## src/rtl/ysyx_2022040010_mem.sv

```systemverilog
// ysyx_2022040010_mem: MEM stage, load request/response and WB/bypass buses.
// Define YSYX_2022040010_DMEM_TIMEOUT_EN to bound the wait on dmem_rvalid.
module ysyx_2022040010_mem #(
  parameter int STALL_W   = 6,
  parameter int STALL_IDX = 2,
  parameter int TIMEOUT   = 255
) (
  input  logic               clk,
  input  logic               rst,
  input  logic [STALL_W-1:0] stall,
  input  logic               ex_valid,
  input  logic [63:0]        ex_pc,
  input  logic [63:0]        ex_npc,
  input  logic [31:0]        ex_inst,
  input  logic [2:0]         ex_sp,
  input  logic               ex_rf_we,
  input  logic [4:0]         ex_rf_waddr,
  input  logic [63:0]        ex_result,
  input  logic               ex_load,
  input  logic [2:0]         ex_funct3,
  output logic               dmem_req,
  output logic [63:0]        dmem_addr,
  input  logic               dmem_rvalid,
  input  logic [63:0]        dmem_rdata,
  output logic               stallreq_mem,
  output logic [232:0]       mem_to_wb_bus,
  output logic [69:0]        mem_to_rf_bus,
  output logic               dmem_err
);

  typedef enum logic [1:0] {IDLE, WAIT, DONE} state_t;

  state_t      state, state_n;
  logic        valid_r;
  logic [63:0] pc_r;
  logic [63:0] npc_r;
  logic [31:0] inst_r;
  logic [2:0]  sp_r;
  logic        we_r;
  logic [4:0]  waddr_r;
  logic [63:0] res_r;
  logic        is_load_r;
  logic [2:0]  f3_r;
  logic [63:0] load_r, load_n;
  logic        capture;
  logic        tmo;
  logic        waiting;
  logic        bubble;
  logic [63:0] raw;
  logic [63:0] shifted;
  logic [63:0] ext;
  logic [63:0] wdata;
  logic        stall_unused;

  assign stall_unused = ^stall;
  assign capture = ~stall[STALL_IDX];

`ifdef YSYX_2022040010_DMEM_TIMEOUT_EN
  logic [7:0] cnt, cnt_n;

  assign tmo = (state == WAIT) & ~dmem_rvalid
             & (cnt == 8'(TIMEOUT));

  always_comb begin
    cnt_n = cnt;
    if (state == WAIT) cnt_n = cnt + 8'd1;
    if (capture) cnt_n = 8'd0;
  end

  always_ff @(posedge clk) begin
    if (rst) cnt <= 8'd0;
    else     cnt <= cnt_n;
  end
`else
  assign tmo = 1'b0;
`endif

  assign dmem_err = tmo;

  // A fresh capture always wins; WAIT only resolves while the input holds.
  always_comb begin
    state_n = state;
    load_n  = load_r;
    unique case (state)
      WAIT: begin
        if (dmem_rvalid) begin
          state_n = DONE;
          load_n  = dmem_rdata;
        end else if (tmo) begin
          state_n = DONE;
          load_n  = '0;
        end
      end
      default: ;
    endcase
    if (capture)
      state_n = (ex_valid & ex_load) ? WAIT : IDLE;
  end

  always_ff @(posedge clk) begin
    if (rst) begin
      state     <= IDLE;
      load_r    <= '0;
      valid_r   <= 1'b0;
      pc_r      <= '0;
      npc_r     <= '0;
      inst_r    <= '0;
      sp_r      <= '0;
      we_r      <= 1'b0;
      waddr_r   <= '0;
      res_r     <= '0;
      is_load_r <= 1'b0;
      f3_r      <= '0;
    end else begin
      state  <= state_n;
      load_r <= load_n;
      if (capture) begin
        valid_r   <= ex_valid;
        pc_r      <= ex_pc;
        npc_r     <= ex_npc;
        inst_r    <= ex_inst;
        sp_r      <= ex_sp;
        we_r      <= ex_rf_we;
        waddr_r   <= ex_rf_waddr;
        res_r     <= ex_result;
        is_load_r <= ex_load;
        f3_r      <= ex_funct3;
      end
    end
  end

  assign waiting      = (state == WAIT) & ~dmem_rvalid & ~tmo;
  assign stallreq_mem = waiting;
  assign dmem_req     = (state == WAIT);
  assign dmem_addr    = {res_r[63:3], 3'b000};

  always_comb begin
    raw = load_r;
    if (state == WAIT) begin
      if (dmem_rvalid) raw = dmem_rdata;
      else if (tmo)    raw = '0;
    end
  end

  assign shifted = raw >> {res_r[2:0], 3'b000};

  always_comb begin
    ext = shifted;
    unique case (f3_r)
      3'd0:    ext = {{56{shifted[7]}}, shifted[7:0]};
      3'd1:    ext = {{48{shifted[15]}}, shifted[15:0]};
      3'd2:    ext = {{32{shifted[31]}}, shifted[31:0]};
      3'd4:    ext = {56'd0, shifted[7:0]};
      3'd5:    ext = {48'd0, shifted[15:0]};
      3'd6:    ext = {32'd0, shifted[31:0]};
      default: ext = shifted;
    endcase
  end

  assign wdata  = is_load_r ? ext : res_r;
  assign bubble = ~valid_r | waiting;

  assign mem_to_wb_bus = bubble ? '0 :
    {sp_r, npc_r, pc_r, we_r, waddr_r, wdata, inst_r};

  assign mem_to_rf_bus = bubble ? '0 :
    {we_r & (waddr_r != 5'd0), waddr_r, wdata};

endmodule

```

## config.mk

```make
export PLATFORM = sky130hd
export DESIGN_NAME = ysyx_2022040010_mem
export DESIGN_NICKNAME = d
export VERILOG_FILES = /design/src/rtl/ysyx_2022040010_mem.sv
export SDC_FILE = /design/constraint.sdc
export NUM_CORES = 1
export LEC_CHECK = 0
export ABC_AREA = 1
export BUFFER_PORTS_ARGS = -buffer_cell sky130_fd_sc_hd__clkbuf_2
export CORE_AREA = 2 2 261 263
export DETAILED_ROUTE_END_ITERATION = 8
export DIE_AREA = 0 0 263 265
export PLACE_DENSITY = 0.44
export SLEW_MARGIN = 40
export SYNTH_ARGS = -nofsm -noshare
export SYNTH_HDL_FRONTEND = slang
export SYNTH_SLANG_ARGS = --single-unit
```

## constraint.sdc

```tcl
create_clock -name clk -period 4.3 [get_ports clk]
set_input_delay 1.29 -clock clk [delete_from_list [all_inputs] [get_ports clk]]
set_output_delay 1.29 -clock clk [all_outputs]
set_load 0.02 [all_outputs]
```

==> results.py <==
metrics = {
    "sta": {
        "worst_slack_ns": -0.231,
        "hold_viol_final": 0,
        "period_needed_ns": 4.53,
        "setup_viol": 124,
        "drv_slew": 0,
        "rsz0062_at_grt": "yes",
        "setup_tns_ns": -16.51,
        "finalCritPeriodShare_pct": 105,
        "skew_ns": 0.0118,
        "max_freq_mhz": 221,
        "worst_pin_slew_ns": 0.813,
        "maxSlewHeadroom_pct": 45.8,
    },
    "routing": {
        "num_vias": 17600,
        "ant_nets": 0,
        "viasPerCell": 4.60,
        "drc": 0,
        "drt_iter0_drc": 992,
        "wl_per_cell_um": 19.6,
        "dr.pass1.iters": 7,
        "wl_um": 75100,
    },
    "logic_synthesis": {
        "ys_warn_count": 0,
        "ys_top_cells_by_count": "nor2_1 (373), o21ai_0 (319), dfxtp_1 (304)",
        "ys_ff_latch": 304,
        "synth_most_common_cell": "nor2_1",
        "ys_types": 34,
        "synth_top_area_share_pct": 38.7,
        "syn_area_mm2": 0.0157,
        "synth_top_flop_cell": "dfxtp_1",
        "netlist_top_cells_area": "dfxtp_1 (39%), o21ai_0 (10%), nor2_1 (8.9%)",
        "netlist_instances": 2344,
        "synth.largest_area_cell": "dfxtp_1",
        "synth_area_per_cell_um2": 6.70,
        "ys_seq_area_share_pct": 38.7,
        "synth_edf_count": 0,
        "synthArstFlopShare_pct": 0,
    },
    "floorplan": {
        "die_h_um": 265,
        "coreArea_mm2": 0.0668,
        "io_pins": 681,
        "die_area_mm2": 0.0697,
        "initial_utilization_pct": 23.5,
        "rows": 95,
        "fp.dieW_um": 263,
    },
    "place": {
        "place_ws_ns": -0.514,
        "hpwlAfterDp_um": 56700,
        "io_buffers": 671,
        "placed_area_mm2": 0.0197,
        "gp_congestion": 0.889,
    },
    "clock_network": {
        "h-tree-depth": 2,
        "cts_buffer_depth": 3,
        "clk_latency_ns": 0.55,
        "numCtsBuffers": 39,
        "path_clk_slew_ns": 0.05,
        "cts-root-buf": "clkbuf_16",
        "cts.sinks": 304,
        "holdBufCountCts": 0,
        "cts_tree": "built",
    },
    "worst_setup_path": {
        "critical_path_class": "in2out",
        "cp-end-kind": "output port",
        "path_cells": "clkbuf_16, buf_6, nand4_1, nand3_2, nand3_4, buf_4, buf_4, buf_4, nand2_2, nand2_2, nand2_2, o21ai_2, a21oi_2, buf_4",
        "crit_path_top_delay_cell": "nand4_1",
        "worstSetupStartpointType": "primary input",
        "arrival_ns": 3.24,
        "cp_max_fo": 6,
        "cp_slowest_stage_delay_ns": 0.27,
        "required_ns": 3.01,
        "crit_top_cell": "buf_4",
    },
    "final_layout": {
        "finish.utilization_pct": 35.8,
        "final_layout_size_suffix_gt1_share_pct": 41.9,
        "n_fill_cell": 7225,
        "multi_input_area_mm2": 0.00845,
        "antennaDiodeCount": 0,
        "num-nets-final": 3239,
        "ff_latch_area_mm2": 0.00609,
        "area_delta_synth_final_pct": 52.2,
        "stdcell_area_mm2": 0.0239,
    },
    "outcome": {
        "status": "finished, violations left",
        "violations": "negative setup slack",
    },
    "grt": {
        "grt_max_degree": 158,
        "grt_overflow_total": 0,
        "antenna_found_initial": 5,
        "grt_pass1_vias": 17500,
        "grt_pass1_wl_um": 109000,
        "grt_use_total_pct": 20.5,
    },
    "min_path": {
        "hp-class": "reg2reg",
    },
    "power": {
        "p_per_area_mw_per_mm2": 346,
        "vdd_drop_max_uv": 256,
        "leakagePower_nw": 11.0,
    },
    "flow_run": {
        "maxCapViolCount": 0,
    },
}
-- critical path, delay by kind of cell --
family / cells / cell delay, ns
and+or+nand+nor: 6 / 0.87
buffers and inverters: 6 / 0.81
AOI/OAI and AO/OA: 2 / 0.27
-- flip-flops by register name (all words and copies together) (netlist names) --
register	flops
we_r	1
state	2
is_load_r	1
inst_r	32
pc_r	64
f3_r	3
valid_r	1
npc_r	64
sp_r	3
load_r	64
waddr_r	5
res_r	64
-- stage by stage --
stage	total power [mW]	hold slack, ns	std cells
6_report	8.28	0.455	3830
2_1_floorplan	4.03	0.430	2347
3_5_place_dp	4.62	0.448	3717
4_1_cts	8.26	0.457	3813
3_3_place_gp	4.60	0.441	3716
5_1_grt	8.68	0.469	3830
-- kinds of logic (layout without fill, tap and decap cells) --
kind of cell / count (synthesis) / after routing / synth area share [%]
AND/OR/NAND/NOR: 786 / 787 / 20.5
AO/OA/AOI/OAI: 691 / 691 / 22.8
buffers and inverters: 554 / 1163 / 17.4
flip-flops: 304 / 304 / 38.7
multiplexers: 8 / 8 / 0.510
other: 1 / 4 / 0.0239
-- final timing paths --
check	from	to	slack [ns]	cells after the start
max	dmem_rvalid	mem_to_rf_bus[39]	-0.23	14
max reg2reg	state[0]	load_r[5]	2.34	8
min	inst_r[25]	inst_r[25]	0.45	2
min reg2reg	inst_r[25]	inst_r[25]	0.45	2
-- timing repair --
item | in CTS | in global routing
setup endpoints to repair | 128 | 126
gates resized for setup | 276 | 380
pin swaps | 48 | 71
setup buffers | 23 | 15
cloned | 6 | 4
-- final cells by class --
class / instances / share of cell area (%)
Inverter: 238 / 3.79
Tap cell: 873 / 4.57
Sequential cell: 304 / 25.5
Timing Repair Buffer: 855 / 25.2
Multi-Input combinational cell: 1490 / 35.3
Clock buffer: 58 / 5.01
Clock inverter: 12 / 0.659
-- routing by layer --
layer | vias up | share of wire (%) | global-route usage, % | wire (um)
met2 | 581 | 52 | 38.3 | 38900
met1 | 8344 | 39 | 22.9 | 29000
met5 | - | 0.080 | 0 | 60
met4 | 8 | 2.8 | 6.12 | 2130
li1 | 8588 | - | - | -
met3 | 97 | 6.6 | 5.09 | 4930
-- cell usage in the layout, fill, tap and decap left out, types with 55 or more instances in the layout --
master / n
nand2_2: 71
o21ai_2: 55
clkbuf_2: 554
nor2_1: 370
buf_4: 158
a21oi_1: 211
nand2_1: 187
inv_1: 216
dfxtp_1: 303
o21ai_0: 291
-- power by group --
part	internal, mW	total, mW	switching, mW
sequential	2.99	3.07	0.0850
combinational	0.672	1.77	1.10
clock	2.11	3.43	1.32
(Power assumes the default switching activity.)
